## src/rtl/shift_sequencer.sv

```systemverilog
// Multi-cycle controller for a 32-bit barrel shifter. It executes an
// ARM register-specified shift (amount 0..255) as a series of steps of at
// most MAX_STEP and produces the ARM shifter carry-out.
//
// Ports:
//   clk, reset                      clock; synchronous active-high reset
//   start_valid/start_ready         request handshake (op, amount, operand, carry_in)
//   result_valid/result_ready       result handshake (result, carry_out)
//   busy                            high while an operation is in flight (RUN or DONE)
//   sh_shamt5, sh_sel, sh_operand   drive the external shifter
//   sh_result                       combinational result from the external shifter
module shift_sequencer #(
    parameter int unsigned MAX_STEP = 31,
    parameter int unsigned N        = 32
) (
    input  logic         clk,
    input  logic         reset,
    input  logic         start_valid,
    output logic         start_ready,
    input  logic [1:0]   op,
    input  logic [7:0]   amount,
    input  logic [N-1:0] operand,
    input  logic         carry_in,
    output logic         result_valid,
    input  logic         result_ready,
    output logic [N-1:0] result,
    output logic         carry_out,
    output logic         busy,
    output logic [4:0]   sh_shamt5,
    output logic [1:0]   sh_sel,
    output logic [N-1:0] sh_operand,
    input  logic [N-1:0] sh_result
);

    localparam logic [1:0] OP_LSL   = 2'b00;
    localparam logic [7:0] STEP_MAX = 8'(MAX_STEP);

    typedef enum logic [1:0] {
        IDLE = 2'd0,
        RUN  = 2'd1,
        DONE = 2'd2
    } state_t;

    state_t         state, state_nxt;
    logic [N-1:0]   acc, acc_nxt;
    logic [7:0]     remaining, remaining_nxt;
    logic [1:0]     op_r, op_r_nxt;
    logic           carry_r, carry_r_nxt;

    logic [4:0]     step_c;
    logic [4:0]     carry_idx_c;

    // Step size for this cycle: the whole remainder, capped at MAX_STEP.
    assign step_c = (remaining > STEP_MAX) ? 5'(MAX_STEP) : remaining[4:0];

    // Bit that falls off the end during a shift by step_c: the top side for
    // LSL, the bottom side for LSR/ASR/ROR (for ROR it becomes the new MSB).
    assign carry_idx_c = (op_r == OP_LSL) ? 5'(6'd32 - 6'(step_c))
                                          : 5'(step_c - 5'd1);

    // State and datapath registers.
    always_ff @(posedge clk) begin
        if (reset) begin
            state     <= IDLE;
            acc       <= '0;
            remaining <= '0;
            op_r      <= '0;
            carry_r   <= 1'b0;
        end else begin
            state     <= state_nxt;
            acc       <= acc_nxt;
            remaining <= remaining_nxt;
            op_r      <= op_r_nxt;
            carry_r   <= carry_r_nxt;
        end
    end

    // Next-state, datapath update and shifter drive.
    always_comb begin
        state_nxt     = state;
        acc_nxt       = acc;
        remaining_nxt = remaining;
        op_r_nxt      = op_r;
        carry_r_nxt   = carry_r;
        sh_shamt5     = 5'd0;
        sh_sel        = 2'b00;

        case (state)
            IDLE: begin
                if (start_valid) begin
                    op_r_nxt      = op;
                    acc_nxt       = operand;
                    carry_r_nxt   = carry_in;
                    remaining_nxt = amount;
                    state_nxt     = (amount != 8'd0) ? RUN : DONE;
                end
            end
            RUN: begin
                sh_shamt5     = step_c;
                sh_sel        = op_r;
                acc_nxt       = sh_result;
                remaining_nxt = remaining - 8'(step_c);
                carry_r_nxt   = acc[carry_idx_c];
                if (remaining == 8'(step_c)) begin
                    state_nxt = DONE;
                end
            end
            DONE: begin
                if (result_ready) begin
                    state_nxt = IDLE;
                end
            end
            default: state_nxt = IDLE;
        endcase
    end

    // Outputs decode directly from registers; result/carry hold in IDLE.
    assign start_ready  = (state == IDLE);
    assign result_valid = (state == DONE);
    assign busy         = (state != IDLE);
    assign result       = acc;
    assign carry_out    = carry_r;
    assign sh_operand   = acc;

endmodule

```

## config.mk

```make
export PLATFORM = sky130hd
export DESIGN_NAME = shift_sequencer
export DESIGN_NICKNAME = d
export VERILOG_FILES = /design/src/rtl/shift_sequencer.sv
export SDC_FILE = /design/constraint.sdc
export NUM_CORES = 1
export LEC_CHECK = 0
export CORE_ASPECT_RATIO = 1.2
export CORE_MARGIN = 3
export CORE_UTILIZATION = 40
export DETAILED_ROUTE_END_ITERATION = 10
export PLACE_DENSITY = 0.78
export SYNTH_ARGS = -nofsm -noshare
export SYNTH_HDL_FRONTEND = slang
export SYNTH_SLANG_ARGS = --single-unit
```

## constraint.sdc

```tcl
create_clock -name clk -period 2.95 [get_ports clk]
set_input_delay 0.4425 -clock clk [delete_from_list [all_inputs] [get_ports clk]]
set_output_delay 0.4425 -clock clk [all_outputs]
set_load 0.05 [all_outputs]
```

==> results by stage <==
Status:
- The flow ran to the end, and the final reports show no timing, DRC or antenna violations.

Yosys:
- The largest family of logic cells by synthesized area is simple AND/OR/NAND/NOR gates.
- The netlist uses between 40 and 50 different library cells.
- The post-synthesis area per instance is about 7.7 sq um.
- The xor/xnor share of the synthesized area is under 10%.
- The synthesized netlist occupies a cell area of 3000 sq um.
- The proportion of synthesized area in mux cells is under 10%.
- Summing the areas of all and, or, nand and nor instances in the mapped netlist gives about a quarter of the synthesized area.
- Summing the areas of all compound-gate instances in the mapped netlist gives 19.0% of the synthesized area.
- The synthesized flop and latch total is 45.
- Sequential elements use a little under a third of the synthesized area.
- Synthesis handed over a netlist of 391 instances.
- The adder-cell area share of the yosys netlist is 0.417%.
- Yosys printed 0 warnings.
- Synthesis produced a netlist with a net count of 471.

Worst setup path:
- The setup check on the worst reg-to-reg path leaves a slack of roughly 0.48 ns.
- The peak per-stage delay on the critical path is 0.79 ns.
- The combined buffer and inverter count along the critical path is 1.
- The beginning of the worst register-to-register path is remaining[5]$_SDFFE_PP0P_.
- The worst setup path is launched from a flop.
- The launch point of the critical path is state[0]$_SDFFE_PP0P_.
- STA classifies the critical path endpoint as an output port.
- The data required time at the worst endpoint is 2.51 ns.
- Walking the worst path, the cells encountered are nor2b_2, and2_1, clkdlybuf4s50_1.
- In this run the critical register-to-register path is captured at carry_out$_SDFFE_PP0P_.
- The largest fanout of any net on the critical path is 17.
- Counting cells, the worst reg-to-reg path comes to 6.
- Following the worst setup path forward leads to its endpoint at sh_sel[0].
- The data arrival time of the critical path is approximately 2.1 ns.
- The critical path in this run is classified as flop to output port.
- The cell type of the slowest stage on the worst timing path is clkdlybuf4s50_1.
- The cell family contributing the most delay on the critical path is buffers and inverters.
- The instance count on the critical path is 3.

Floorplanning:
- The floorplan step defined a die boundary enclosing 8580 sq um.
- The placeable core region is roughly 7000 sq um.
- The effective utilization at floorplan is between 40% and 50%.
- The chip height is between 100 and 150 um.
- The die boundary width is around 85 um.
- The I/O pin count is between 150 and 200.
- The initialized floorplan defines 33 standard-cell rows.

GRT:
- The number of global-route vias before repair was around 3k.
- The first global-routing pass estimated around 15 mm of wire.
- For this run the aggregate overflow at the end of global routing stands at 0.
- The initial antenna violation count is 0.
- Global routing used approximately 21% of the available tracks across all layers.
- Entering global routing, the biggest net connects 41 pins.

Clocking:
- TritonCTS built the clock tree.
- The maximum number of buffers from clock root to sink is 2.
- The clock sink count is 45.
- Buffers inserted during clock tree synthesis total 5.
- The clock latency on the worst-skew pair is ~0.30 ns.
- Clock-pin slew was measured on the worst setup and hold paths at about 0.080 ns.
- The hold buffer count at cts is 0.
- The number of gates given a new drive strength after cts is 0.
- Buffers added to address setup during post-CTS repair amount to 0.
- The root buffer cell chosen for the clock tree is clkbuf_8.
- The maximum level of the CTS H-tree is 2.

STA:
- The worst clock skew is 0.00790 ns.
- Of the available clock period, the critical path in the final layout requires between 80% and 90%.
- The worst slew margin relative to its limit is approximately three fifths.
- The transition at the pin with the smallest max-transition slack is 0.618 ns.
- Once routing completed, OpenROAD measured the worst setup slack at 0.383 ns.
- Setup repair after global routing left no endpoint under its margin.
- The final number of setup-violating endpoints is 0.
- The setup TNS is 0 ns.
- The total count of max-transition violations in the final report is 0.
- The final-report hold violation count is 0.
- The highest clock rate is ~0.39 GHz.
- The post-route minimum period is 2.57 ns.

Placement:
- The global placer's final weighted congestion is 0.931.
- During placement, the flow inserted port buffers numbering around 150.
- Detailed placement ended at an HPWL of between 7 and 8 mm.
- The worst slack at placement is approximately 0.5 ns.

Run:
- The tool flagged a number of max-cap violations equal to 0.

Drt:
- The average wire length per cell after detail routing is between 15 and 20 um.
- Dividing the detail-routed via count by the number of cells gives roughly 5.5.
- The residual antenna-violating net count after detailed routing is 0.
- The initial DRC count is 320.
- The total wire length is about 9.5 mm.
- The remaining design rule violation count is 0.
- The vias after detailed routing is roughly 3.2k.
- The number of search-and-repair iterations in the first detailed-routing pass is 5.

Pwr:
- Of the total power, registers draw 29.6%.
- The internal cell power is 1540 uW.
- The switching power is 1190 uW.
- The maximum VDD drop is ~0.28 mV.
- The proportion of power drawn by the clock network is between 15 and 20%.
- Per report_power, the combinational group accounts for 52.6% of the total.
- In this run switching power makes up a little over two fifths of total power.
- The power density normalized to cell area is 610 nW/um^2.
- For this design the static power due to leakage is between 0.0015 and 0.002 uW.

Min path:
- The worst hold-check path type is flop to flop.

Finish:
- The post-route netlist has 6.71% of its cells at a drive strength greater than 1.
- The total number of nets in the final design is 571.
- The total inserted antenna cells is 0.
- The layout-stage area growth over the synthesis result is 49.2%.
-- cells by family (layout without fill, tap and decap cells) --
| logic type | after synthesis | count (layout) |
|---|---|---|
| compound gates | 75 | 75 |
| simple gates | 175 | 175 |
| fa+ha+maj | 1 | 1 |
| flops | 45 | 45 |
| xor+xnor | 9 | 9 |
| buf+inv | 73 | 174 |
| mux | 13 | 13 |
-- worst reg2reg max path, cell delays in order, from the launching register on --
cell,delay [ns]
dfxtp_1,0.41
or3_2,0.63
nor2_2,0.43
mux4_2,0.39
a41o_1,0.24
nor3_1,0.18
nor4_1,0.08
-- worst min path at each step --
stage | from | end | slack [ns] | cells past startpoint
2_1_floorplan | op_r[0]$_SDFFE_PP0P_ | op_r[0]$_SDFFE_PP0P_ | 0.47 | 2
3_3_place_gp | remaining[4]$_SDFFE_PP0P_ | remaining[4]$_SDFFE_PP0P_ | 0.51 | 2
3_5_place_dp | remaining[4]$_SDFFE_PP0P_ | remaining[4]$_SDFFE_PP0P_ | 0.51 | 2
4_1_cts | remaining[4]$_SDFFE_PP0P_ | remaining[4]$_SDFFE_PP0P_ | 0.52 | 2
5_1_grt | result[4]$_SDFFE_PP0P_ | result[4]$_SDFFE_PP0P_ | 0.56 | 2
6_report | remaining[4]$_SDFFE_PP0P_ | remaining[4]$_SDFFE_PP0P_ | 0.53 | 2
-- through the flow --
| stage | cells | power (uW) | area (sq um) | hold slack, ns | util (%) |
|---|---|---|---|---|---|
| 4_1_cts | 579 | 2740 | 4470 | 0.520 | 63.4 |
| 5_1_grt | 579 | 2870 | 4470 | 0.560 | 63.4 |
| 6_report | 579 | 2730 | 4470 | 0.527 | 63.4 |
| 3_3_place_gp | 571 | 2240 | 4350 | 0.509 | 61.7 |
| 2_1_floorplan | 391 | 1830 | 3000 | 0.470 | - |
| 3_5_place_dp | 571 | 2250 | 4350 | 0.509 | 61.7 |
-- flip-flops by register name, summed over array words and instances (netlist names) --
register	count
carry_out	1
state	2
op_r	2
remaining	8
result	32
-- layer usage --
metal | wire (um) | vias to the layer above | part of all wire [%] | track usage, %
met5 | 0 | - | 0 | 0
met4 | 342 | 0 | 3.6 | 9.62
met3 | 633 | 34 | 6.7 | 3.60
met2 | 4920 | 155 | 52 | 37.3
met1 | 3610 | 1448 | 38 | 25.8
li1 | - | 1550 | - | -
-- synthesized netlist by cell type (all sizes together) --
master | count | share of area [%]
a21oi | 15 | 2.5
mux2i | 6 | 2.0
dfxtp | 45 | 30
o21ai | 4 | 0.67
and2 | 2 | 0.42
a311oi | 34 | 9.9
ha | 1 | 0.42
or2 | 3 | 0.63
a41o | 1 | 0.33
a32oi | 3 | 0.88
nor2 | 58 | 7.3
nand3b | 1 | 0.25
o22a | 1 | 0.29
mux4 | 7 | 6.0
nand2 | 80 | 10
nor4 | 7 | 2.0
nand4b | 1 | 0.29
o22ai | 1 | 0.21
buf | 43 | 11
o211ai | 2 | 0.50
nand2b | 4 | 0.83
nor3b | 1 | 0.25
xor2 | 3 | 0.88
a221o | 1 | 0.33
and3 | 2 | 0.42
or3 | 1 | 0.25
o221ai | 3 | 0.88
a22oi | 1 | 0.25
o21a | 1 | 0.25
nand3 | 5 | 0.83
o31ai | 3 | 0.75
clkbuf | 27 | 3.4
xnor2 | 6 | 2.0
a31oi | 2 | 0.42
nor2b | 3 | 0.63
nor3 | 7 | 1.2
o32ai | 1 | 0.29
a211oi | 2 | 0.50
inv | 3 | 0.38
-- cell usage in the layout (no fill, tap or decap), drive strengths merged, types with 5 or more instances in the layout --
master,count
xnor2,6
mux2i,6
nor4,7
a21oi,15
nand3,5
clkdlybuf4s50,148
nor3,7
a311oi,34
dfxtp,45
nor2,58
clkbuf,6
nand2,80
buf,15
mux4,7
-- final cells by class --
class,count,area [sq um]
clock buffers,6,82.6
clock inverters,2,37.5
fillers,604,2590
inverters,3,11.3
multi-input cells,273,1680
flip-flops and latches,45,901
well taps,87,109
repair buffers,163,1660
-- power by group through the flow --
stage,sequential (uW),combinational (uW),clock [uW]
2_1_floorplan,957,873,0
3_3_place_gp,819,1420,0
3_5_place_dp,820,1430,0
4_1_cts,807,1440,496
5_1_grt,823,1520,523
6_report,807,1440,485
Note: power is estimated with default switching activity, not from simulation.
